File: src/rtl/case_stim_driver.sv
// rtl/case_stim_driver.sv - sweeps 16 selector vectors into a 2-bit decoder and captures its output
// Optional golden compare and mismatch_cnt port: define CASE_STIM_GOLDEN_CHECK_EN.
module case_stim_driver #(
  parameter int SETTLE_CYCLES = 2
) (
  input  logic        clk,
  input  logic        rst,
  input  logic        start,
  input  logic        abort,
  output logic [1:0]  a_o,
  output logic [1:0]  b_o,
  input  logic        dut_out_i,
  output logic        busy,
  output logic        sample_o,
  output logic [15:0] resp_bits,
  output logic        done,
`ifdef CASE_STIM_GOLDEN_CHECK_EN
  output logic        aborted,
  output logic [4:0]  mismatch_cnt
`else
  output logic        aborted
`endif
);

  typedef enum logic [2:0] {
    IDLE    = 3'd0,
    DRIVE   = 3'd1,
    WAIT    = 3'd2,
    CAPTURE = 3'd3,
    DONE    = 3'd4
  } state_t;

  state_t     state;
  logic [3:0] idx;
  logic [3:0] settle;

  always_ff @(posedge clk) begin
    if (rst) begin
      state     <= IDLE;
      idx       <= 4'd0;
      settle    <= 4'd0;
      a_o       <= 2'd0;
      b_o       <= 2'd0;
      busy      <= 1'b0;
      sample_o  <= 1'b0;
      resp_bits <= 16'h0000;
      done      <= 1'b0;
      aborted   <= 1'b0;
`ifdef CASE_STIM_GOLDEN_CHECK_EN
      mismatch_cnt <= 5'd0;
`endif
    end else begin
      sample_o <= 1'b0;
      done     <= 1'b0;
      case (state)
        IDLE: begin
          if (start) begin
            idx       <= 4'd0;
            resp_bits <= 16'h0000;
            aborted   <= 1'b0;
`ifdef CASE_STIM_GOLDEN_CHECK_EN
            mismatch_cnt <= 5'd0;
`endif
            busy      <= 1'b1;
            state     <= DRIVE;
          end
        end
        DRIVE: begin
          a_o    <= idx[1:0];
          b_o    <= idx[3:2];
          settle <= 4'(SETTLE_CYCLES - 1);
          if (abort) begin
            aborted <= 1'b1;
            busy    <= 1'b0;
            state   <= IDLE;
          end else begin
            state <= WAIT;
          end
        end
        WAIT: begin
          if (abort) begin
            aborted <= 1'b1;
            busy    <= 1'b0;
            state   <= IDLE;
          end else if (settle == 4'd0) begin
            sample_o <= 1'b1;
            state    <= CAPTURE;
          end else begin
            settle <= settle - 4'd1;
          end
        end
        CAPTURE: begin
          // The bit is written even when abort lands in this same cycle.
          resp_bits[idx] <= dut_out_i;
`ifdef CASE_STIM_GOLDEN_CHECK_EN
          if ((dut_out_i != a_o[0]) && (mismatch_cnt != 5'd31))
            mismatch_cnt <= mismatch_cnt + 5'd1;
`endif
          if (abort) begin
            aborted <= 1'b1;
            busy    <= 1'b0;
            state   <= IDLE;
          end else if (idx == 4'd15) begin
            done  <= 1'b1;
            state <= DONE;
          end else begin
            idx   <= idx + 4'd1;
            state <= DRIVE;
          end
        end
        DONE: begin
          busy  <= 1'b0;
          state <= IDLE;
        end
        default: begin
          busy  <= 1'b0;
          state <= IDLE;
        end
      endcase
    end
  end

endmodule

File: config.mk
export PLATFORM = sky130hd
export DESIGN_NAME = case_stim_driver
export DESIGN_NICKNAME = d
export VERILOG_FILES = /design/src/rtl/case_stim_driver.sv
export SDC_FILE = /design/constraint.sdc
export NUM_CORES = 1
export LEC_CHECK = 0
export CAP_MARGIN = 40
export CORE_MARGIN = 1
export CORE_UTILIZATION = 45
export DETAILED_ROUTE_END_ITERATION = 16
export PLACE_DENSITY = 0.75
export SLEW_MARGIN = 20
export SYNTH_ARGS = -nofsm -noshare
export SYNTH_HDL_FRONTEND = slang
export SYNTH_SLANG_ARGS = --single-unit
File: constraint.sdc
create_clock -name clk -period 6.3 [get_ports clk]
set_clock_uncertainty 0.1 [all_clocks]
set_input_delay 1.26 -clock clk [delete_from_list [all_inputs] [get_ports clk]]
set_output_delay 1.26 -clock clk [all_outputs]
set_load 0.05 [all_outputs]
==> summary.md, run 1 <==
| Metric | Value |
|---|---|
| Clk_lat worst skew | `0.29 ns` |
| GPL Wtd Cong | `0.736` |
| Status | `finished, final reports clean` |
| Mapped Nets | `194` |
| Fin. Hold Viols | `0` |
| Reg clk slew, reported paths | `0.07 ns` |
| Hold endpoint | `resp_bits[1]` |
| Starting density of the core | `0.485` |
| Net count, final | `211` |
| FF-to-FF setup slack | `4.04 ns` |
| Power share of the sequential group | `0.511` |
| Reg2reg path depth | `3` |
| First-pass GRT wire length | `6620 µm` |
| Setup TNS | `0 ns` |
| Worst setup EP type | `flop` |
| Share of cells above drive strength 1 | `0.0647` |
| Die Width | `63.1 µm` |
| Post-synth EDFFs | `0` |
| Peak VDD IR | `0.000147 V` |
| Die area | `3990 µm²` |
| Worst Path Arrival | `3.21 ns` |
| Cell Pwr Density | `221 nW/µm²` |
| RR Startpoint | `state[1]` |
| Mapped cell area | `1680 µm²` |
| Die Ht | `63.1 µm` |
| Cells after Synth | `183` |
| Number of synthesized register bits | `35` |
| Core Box Area | `3470 µm²` |
| Post-CTS Setup Repair Bufs | `0` |
| DRT Wirelength | `3750 µm` |
| CP Max Fanout | `9` |
| Row Count | `21` |
| H-tree levels | `2` |
| R2R Path End | `settle[2]` |
| Fin crit share | `0.494` |
| Hpwl dp | `2620 µm` |
| Sequential fraction of the synthesis area | `0.417` |
| Final setup violation count | `0` |
| Cts hold-fix bufs | `0` |
| Antenna diodes | `0` |
| Primary FF master, synth | `dfxtp_1` |
| Tot Pwr | `0.000452 W` |
| Leak Pwr | `0.700 nW` |
| Fmax | `321 MHz` |
| Switch share | `0.247` |
| Slew Limit Fails | `0` |
| Clock share of power | `0.397` |
| Initial antenna violation count | `0` |
| P_int | `0.000340 W` |
| Clock sinks | `35` |
| Net Switching | `0.000112 W` |
| Yosys warnings | `0` |
| Pre-CTS setup slack | `2.89 ns` |
| Total gr overflow | `0` |
| Inserted Clock Buffers | `5` |
| Crit start category | `input pin` |
| Crit Path Class | `input pin to flop` |
| Max-slew headroom | `0.589` |
| Pin count of the biggest net entering global routing | `21` |
| Clock root cell | `clkbuf_8` |
| Worst Hold Class | `flop to flop` |
| Fin crit period | `3.11 ns` |
| ANT nets after route | `0` |
| Remaining DRCs | `0` |
| Hold Startpoint | `resp_bits[1]` |
| Via count | `1451` |
| Area growth syn-to-layout | `21.4%` |
| Fin Hold WS | `0.378 ns` |
| Vias per inst | `5.87` |
| CTS tree | `yes` |
| Vias in the first global route | `1441` |
| DRT iter0 DRCs | `88` |
| Tightest Pin Transition | `0.609 ns` |
| Cts repair resizes | `0` |
| Post-synthesis cell type count | `40` |
| IO Pins | `29` |
| I/O Buffers | `28` |
| Hold depth | `2` |
| Async SR Flop Fraction | `0` |
| Max Cap Viol | `0` |
| Overall global routing resource usage | `0.212` |
| Syn Area/Cell | `9.19 µm²` |
| Combinational power share | `0.092` |
| Clock Tree Buf Depth | `2` |
| WP data required | `6.40 ns` |
| RSZ-0062 raised after global routing | `false` |
| Final setup margin | `3.19 ns` |
| Drt first pass iters | `4` |
| WL/cell | `15.2 µm` |
[routing by layer]
layer / GRT usage / wire, µm / up-vias
li1: - / - / 722
met1: 0.263 / 1690 / 681
met2: 0.339 / 1800 / 40
met3: 0.0616 / 183 / 8
met4: 0.0901 / 73 / 0
met5: 0 / 0 / -
[power by group through the flow]
stage | Clock (W) | Sequential, W | Combinational, W
floorplan | 0 | 0.000236 | 0.0000311
global placement | 0 | 0.000235 | 0.0000398
global route | 0.000198 | 0.000231 | 0.0000453
CTS | 0.000183 | 0.000231 | 0.0000416
detailed placement | 0 | 0.000236 | 0.0000413
finish | 0.000179 | 0.000231 | 0.0000417
[synthesized netlist by cell type (2+ instances only)]
library cell	instances	area (µm²)
nor2_1	8	30.0
o2111ai_1	12	105
or2_2	2	12.5
or4_1	2	15.0
nand2b_1	4	25.0
inv_1	9	33.8
or3b_2	2	17.5
a21oi_1	9	45.0
or3_1	4	25.0
o21ai_0	5	25.0
clkbuf_1	14	52.6
a211oi_1	2	15.0
nand2_1	2	7.51
nor2b_1	2	12.5
dfxtp_1	35	701
nor3_1	3	15.0
nand4b_1	4	35.0
nand3_1	14	70.1
o211ai_1	6	45.0
and3_1	2	12.5
o31ai_1	11	82.6
ha_1	6	75.1
mux2i_1	8	80.1
[worst max-delay path, cell delays in order]
cell and delay [ns]:
clkdlybuf4s50_1 0.54, or4b_1 0.65, or4_1 0.51, a211oi_1 0.24
[area by class of cell]
type,instances,area [µm²]
clock buffer,8,100
fill,315,1430
inverter,9,33.8
multi-input combinational,121,870
sequential,35,701
tap,46,57.6
timing repair buffer,28,280
[how the worst max path moves through the flow]
stage	from	endpoint	slack, ns
floorplan	abort	settle[2]	3.44
global placement	abort	settle[2]	3.00
detailed placement	abort	settle[2]	2.89
CTS	abort	settle[2]	3.21
global route	abort	settle[2]	3.13
finish	abort	settle[2]	3.19
[cell usage in the layout, fill, tap and decap left out, drive strengths merged]
cell type,synthesis,routed
nand4,1,1
nand4b,4,4
nor3b,2,2
xor2,1,1
or3b,2,2
and3b,1,1
nand2b,4,4
o211ai,6,6
clkbuf,15,8
ha,6,6
mux2i,8,8
nor2b,2,2
inv,9,9
or4,2,2
and3,2,2
nor3,3,3
nor2,8,8
clkdlybuf4s50,0,28
o2111ai,12,12
and4,1,1
or2,2,2
a211oi,2,2
or4bb,1,1
o22ai,1,1
o31ai,11,11
o21ai,5,5
a311o,1,1
nor4bb,1,1
dfxtp,35,35
a21oi,9,9
or3,4,4
or4b,2,2
nand2,2,2
nand3,14,14
a2111oi,1,1
[cell families after synthesis]
| family | after synthesis | share of synthesized area |
|---|---|---|
| AO/OA/AOI/OAI | 48 | 0.204 |
| multiplexers | 8 | 0.0476 |
| adder cells (fa/ha/maj) | 6 | 0.0446 |
| flip-flops | 35 | 0.417 |
| AND/OR/NAND/NOR | 58 | 0.216 |
| XOR/XNOR | 1 | 0.00521 |
| buffers and inverters | 27 | 0.0662 |
[sequential cells by signal, summed over array words and instances (netlist names)]
signal,cells
resp_bits,16
idx,4
settle,4
state,3
a_o,2
b_o,2
aborted,1
busy,1
done,1
sample_o,1
[per-stage QoR]
step	util	cell area [µm²]	instances
floorplan	-	1680	183
detailed placement	0.560	1940	239
CTS	0.589	2040	247
global placement	0.560	1940	239
finish	0.589	2040	247
global route	0.589	2040	247
Power figures use the tool's default switching activity.
==> run 2: changes to the inputs <==
--- a/config.mk
+++ b/config.mk
@@ -9,7 +9,7 @@
 export CORE_MARGIN = 1
 export CORE_UTILIZATION = 45
 export DETAILED_ROUTE_END_ITERATION = 16
-export PLACE_DENSITY = 0.75
+export PLACE_DENSITY = 0.77
 export SLEW_MARGIN = 20
 export SYNTH_ARGS = -nofsm -noshare
 export SYNTH_HDL_FRONTEND = slang
==> constraint.sdc (replaced) <==
create_clock -name clk -period 2.7 [get_ports clk]
set_clock_uncertainty 0.1 [all_clocks]
set_input_delay 0.54 -clock clk [delete_from_list [all_inputs] [get_ports clk]]
set_output_delay 0.54 -clock clk [all_outputs]
set_load 0.05 [all_outputs]
==> run 2 against run 1 <==
Net effect: register-to-register slack got worse by 3.5 ns; count of clock-buffer cells in the layout unchanged; utilization increased by 1.1 points; flip-flop and latch count did not move; first-iteration DRC count is 18% higher; final cell count increased by 2.0%; die area unchanged; setup slack got worse by 2.7 ns; non-clock buffer count rose by 5; combinational power grew to 2.6 times the previous value.
==> summary.md, run 2 (synthesis gave the netlist of run 1 again) <==
| Metric | Value |
|---|---|
| Clock sinks | `35` |
| Max Cap Viol | `0` |
| Row Count | `21` |
| Vias in the first global route | `1474` |
| Placed Cells | `244` |
| Setup TNS | `0 ns` |
| Hold depth | `2` |
| Hold Startpoint | `resp_bits[1]` |
| IO Pins | `29` |
| Tightest Pin Transition | `0.593 ns` |
| Vias per inst | `5.92` |
| Biggest regs | `resp_bits: 16 flops, idx: 4 flops, settle: 4 flops` |
| Share of cells above drive strength 1 | `0.0874` |
| ANT nets after route | `0` |
| Cts repair resizes | `0` |
| Clock Tree Buf Depth | `2` |
| I/O Buffers | `28` |
| Largest Register | `resp_bits` |
| Clock root cell | `clkbuf_8` |
| Peak VDD IR | `0.000372 V` |
| Slew Limit Fails | `0` |
| Reg2reg path depth | `3` |
| Inserted Clock Buffers | `5` |
| Via count | `1493` |
| Core Box Area | `3470 µm²` |
| Total gr overflow | `0` |
| GPL Wtd Cong | `0.785` |
| First-pass GRT wire length | `6960 µm` |
| WP data required | `2.81 ns` |
| Post-CTS Setup Repair Bufs | `0` |
| Reg clk slew, reported paths | `0.07 ns` |
| DRT Wirelength | `3960 µm` |
| Leak Pwr | `0.725 nW` |
| Pre-CTS setup slack | `0.219 ns` |
| Die area | `3990 µm²` |
| Final setup violation count | `0` |
| Net count, final | `216` |
| Fin crit period | `2.19 ns` |
| Max-slew headroom | `0.604` |
| Hpwl dp | `2700 µm` |
| Crit Path Class | `input pin to flop` |
| Worst setup EP type | `flop` |
| Fmax | `458 MHz` |
| Clk_lat worst skew | `0.29 ns` |
| CP Max Fanout | `8` |
| Die Width | `63.1 µm` |
| Remaining DRCs | `0` |
| Fin. Hold Viols | `0` |
| Final cell count without fillers | `252` |
| Worst Hold Class | `flop to flop` |
| Overall global routing resource usage | `0.224` |
| Cell Pwr Density | `508 nW/µm²` |
| Worst Path Arrival | `2.29 ns` |
| Worst-path cell chain | `clkdlybuf4s50_1, or4b_1, or4_1, a211oi_1` |
| H-tree levels | `2` |
| CTS tree | `yes` |
| Most frequent cells in the layout | `dfxtp_1, clkdlybuf4s50_1, nand3_1, o2111ai_1, o31ai_1` |
| # fillers | `315` |
| Drt first pass iters | `4` |
| WL/cell | `15.7 µm` |
| CP peak stage delay | `0.60 ns` |
| FF-to-FF setup slack | `0.59 ns` |
| RSZ-0062 raised after global routing | `false` |
| Final setup margin | `0.515 ns` |
| DRT iter0 DRCs | `104` |
| Slowest cell on crit path | `or4b_1` |
| Starting density of the core | `0.485` |
| RR Startpoint | `state[0]` |
| Cts hold-fix bufs | `0` |
| Status | `finished, final reports clean` |
| R2R Path End | `settle[2]` |
| Initial antenna violation count | `0` |
| Pin count of the biggest net entering global routing | `21` |
| Footprint of the multi-input gates | `870 µm²` |
| Hold endpoint | `resp_bits[1]` |
| Max reg flops | `16` |
| Register Area | `701 µm²` |
| Fin util | `0.600` |
| Crit start category | `input pin` |
| Fin crit share | `0.809` |
| Area growth syn-to-layout | `23.7%` |
| Antenna diodes | `0` |
| Tot Pwr | `0.00106 W` |
| Most common cell after layout, fill and taps aside | `dfxtp_1` |
| Die Ht | `63.1 µm` |
[run 2: final cells by class]
class                           count  area share
Tap cell                           46      0.0277
Multi-Input combinational cell    121       0.418
Sequential cell                    35       0.337
Inverter                            9      0.0162
Timing Repair Buffer               33       0.153
Clock buffer                        8      0.0481
[run 2: metal layers]
| metal | global-route usage | vias up | part of all wire |
|---|---|---|---|
| met3 | 0.0652 | 7 | 0.045 |
| met1 | 0.273 | 715 | 0.45 |
| li1 | - | 729 | - |
| met5 | 0 | - | 0 |
| met4 | 0.0959 | 0 | 0.015 |
| met2 | 0.364 | 42 | 0.48 |
[run 2: critical path, delay by kind of cell]
kind / cells / cell delay [ns]
and+or+nand+nor: 2 / 1.11
buffers and inverters: 1 / 0.41
AOI/OAI and AO/OA: 1 / 0.23
[run 2: through the flow]
step / hold slack (ns) / instance area [µm²]
after detailed placement: 0.368 / 1980
after floorplan: 0.377 / 1680
after global routing: 0.412 / 2080
after CTS: 0.382 / 2080
after global placement: 0.364 / 1980
final: 0.377 / 2080
[run 2: worst max path at each step]
| stage | start | cells past startpoint | endpoint | slack [ns] |
|---|---|---|---|---|
| 2_1_floorplan | abort | 5 | settle[2] | 0.56 |
| 3_3_place_gp | abort | 4 | settle[2] | 0.28 |
| 3_5_place_dp | abort | 4 | settle[2] | 0.22 |
| 4_1_cts | abort | 4 | settle[2] | 0.52 |
| 5_1_grt | abort | 4 | settle[2] | 0.41 |
| 6_report | abort | 4 | settle[2] | 0.51 |
[run 2: where the power goes]
part           switching, W  internal, W  total (W)
registers         0.0000123     0.000524   0.000536
clock network      0.000179     0.000233   0.000412
logic             0.0000663    0.0000415   0.000108
total              0.000258     0.000798    0.00106
==> run 3: changes to the inputs <==
==> constraint.sdc (replaced) <==
create_clock -name clk -period 2 [get_ports clk]
set_clock_uncertainty 0.1 [all_clocks]
set_input_delay 0.4 -clock clk [delete_from_list [all_inputs] [get_ports clk]]
set_output_delay 0.4 -clock clk [all_outputs]
set_load 0.05 [all_outputs]
==> run 3 against run 2 <==
Net effect: design area increased by 2.1%; clock power up 37%; first-iteration DRC count fell by 50%; critical path depth is the same.
==> summary.md, run 3 (synthesis gave the netlist of run 1 again) <==
| Metric | Value |
|---|---|
| Fin Hold WS | `0.377 ns` |
| Die area | `3990 µm²` |
| Max-slew headroom | `0.666` |
| Slew Limit Fails | `0` |
| Clock Tree Buf Depth | `2` |
| Cell Pwr Density | `681 nW/µm²` |
| Reg clk slew, reported paths | `0.07 ns` |
| Hold Startpoint | `resp_bits[1]` |
| Final setup violation count | `0` |
| Overall global routing resource usage | `0.226` |
| CP Max Fanout | `4` |
| Crit start category | `input pin` |
| Max reg flops | `16` |
| Final setup margin | `0.0258 ns` |
| H-tree levels | `2` |
| Initial antenna violation count | `0` |
| FF-to-FF setup slack | `0.07 ns` |
| I/O Buffers | `28` |
| Hold depth | `2` |
| Fin crit share | `0.987` |
| CP peak stage delay | `0.52 ns` |
| Hpwl dp | `2770 µm` |
| Register Area | `701 µm²` |
| Share of cells above drive strength 1 | `0.215` |
| # fillers | `313` |
| Pre-CTS setup slack | `-0.340 ns` |
| Leak Pwr | `0.799 nW` |
| Row Count | `21` |
| Most common cell after layout, fill and taps aside | `dfxtp_1` |
| Crit Path Class | `input pin to flop` |
| Worst-path cell chain | `clkdlybuf4s50_1, or4b_4, or4_1, a211oi_2` |
| Status | `finished, final reports clean` |
| WL/cell | `15.4 µm` |
| Die Ht | `63.1 µm` |
| Starting density of the core | `0.485` |
| Remaining DRCs | `0` |
| Total gr overflow | `0` |
| Via count | `1536` |
| R2R Path End | `settle[2]` |
| Footprint of the multi-input gates | `891 µm²` |
| Antenna diodes | `0` |
| First-pass GRT wire length | `6980 µm` |
| Clock sinks | `35` |
| Slowest cell on crit path | `or4_1` |
| Fin. Hold Viols | `0` |
| Most frequent cells in the layout | `dfxtp_1, buf_4, nand3_1, clkdlybuf4s50_1, o2111ai_1` |
| Biggest regs | `resp_bits: 16 flops, idx: 4 flops, settle: 4 flops` |
| IO Pins | `29` |
| Inserted Clock Buffers | `5` |
| Largest Register | `resp_bits` |
| DRT iter0 DRCs | `52` |
| Worst setup EP type | `flop` |
| Max Cap Viol | `0` |
| RR Startpoint | `state[1]` |
| Clk_lat worst skew | `0.29 ns` |
| Clock root cell | `clkbuf_8` |
| Drt first pass iters | `4` |
| Fmax | `507 MHz` |
| Setup TNS | `0 ns` |
| Hold endpoint | `resp_bits[1]` |
| Worst Path Arrival | `2.08 ns` |
| DRT Wirelength | `4000 µm` |
| Area growth syn-to-layout | `26.3%` |
| Peak VDD IR | `0.000583 V` |
| Pin count of the biggest net entering global routing | `21` |
| Core Box Area | `3470 µm²` |
| WP data required | `2.11 ns` |
| Worst Hold Class | `flop to flop` |
| Die Width | `63.1 µm` |
| Vias in the first global route | `1474` |
| Net count, final | `224` |
| CTS tree | `yes` |
| Cts hold-fix bufs | `0` |
| Tightest Pin Transition | `0.500 ns` |
| Fin util | `0.612` |
| Fin crit period | `1.97 ns` |
| RSZ-0062 raised after global routing | `false` |
| Reg2reg path depth | `3` |
| Vias per inst | `5.91` |
| ANT nets after route | `0` |
| GPL Wtd Cong | `0.855` |
==> run 3: changes by cell type in the layout (fill, tap and decap cells not counted), sizes merged <==
cell	change
buf	+23
clkdlybuf4s50	-15
==> run 3: cell type report <==
class,instances,share of cell area
multi-input combinational,121,0.420
tap,46,0.0271
clock buffer,8,0.0471
inverter,9,0.0159
sequential,35,0.330
timing repair buffer,41,0.160
==> run 3: per-layer routing <==
| metal | GRT usage | wire, µm | vias to the layer above |
|---|---|---|---|
| li1 | - | - | 748 |
| met1 | 0.261 | 1820 | 739 |
| met2 | 0.382 | 1930 | 42 |
| met3 | 0.0652 | 174 | 7 |
| met4 | 0.102 | 63 | 0 |
| met5 | 0 | 0 | - |
==> run 3: how the worst max path moves through the flow <==
stage | from | cells past startpoint | end | slack [ns]
after floorplan | abort | 5 | settle[2] | 0.02
after global placement | abort | 4 | settle[2] | -0.21
after detailed placement | abort | 4 | settle[2] | -0.34
after CTS | abort | 5 | idx[3] | 0.02
after global routing | resp_bits[12] | 1 | resp_bits[12] | 0.004
final | abort | 4 | settle[2] | 0.03
==> run 3: where the power goes <==
| part | switching [W] | leakage [nW] | internal, W | total (W) |
|---|---|---|---|---|
| registers | 0.0000122 | 0.283 | 0.000707 | 0.000720 |
| clock network | 0.000249 | 0.0515 | 0.000314 | 0.000564 |
| logic | 0.0000971 | 0.465 | 0.0000664 | 0.000164 |
| total | 0.000359 | 0.799 | 0.00109 | 0.00145 |
==> run 3: stage by stage <==
stage	instances	instance area, µm²	total power (W)
after floorplan	183	1680	0.000842
after global placement	252	2000	0.000887
after detailed placement	252	2000	0.000894
after CTS	260	2110	0.00145
after global routing	260	2120	0.00151
final	260	2120	0.00145
==> run 3: critical path, delay by kind of cell <==
kind | cells | cell delay (ns)
AND/OR/NAND/NOR | 2 | 1.02
AO/OA/AOI/OAI | 1 | 0.24
buffers and inverters | 1 | 0.42
==> run 3: what timing repair did <==
| action | CTS | global route |
|---|---|---|
| buffers inserted | 0 | 0 |
| hold endpoints to repair | 0 | 0 |
| resized for setup | 2 | 3 |
| endpoints found under the setup margin | 1 | 1 |
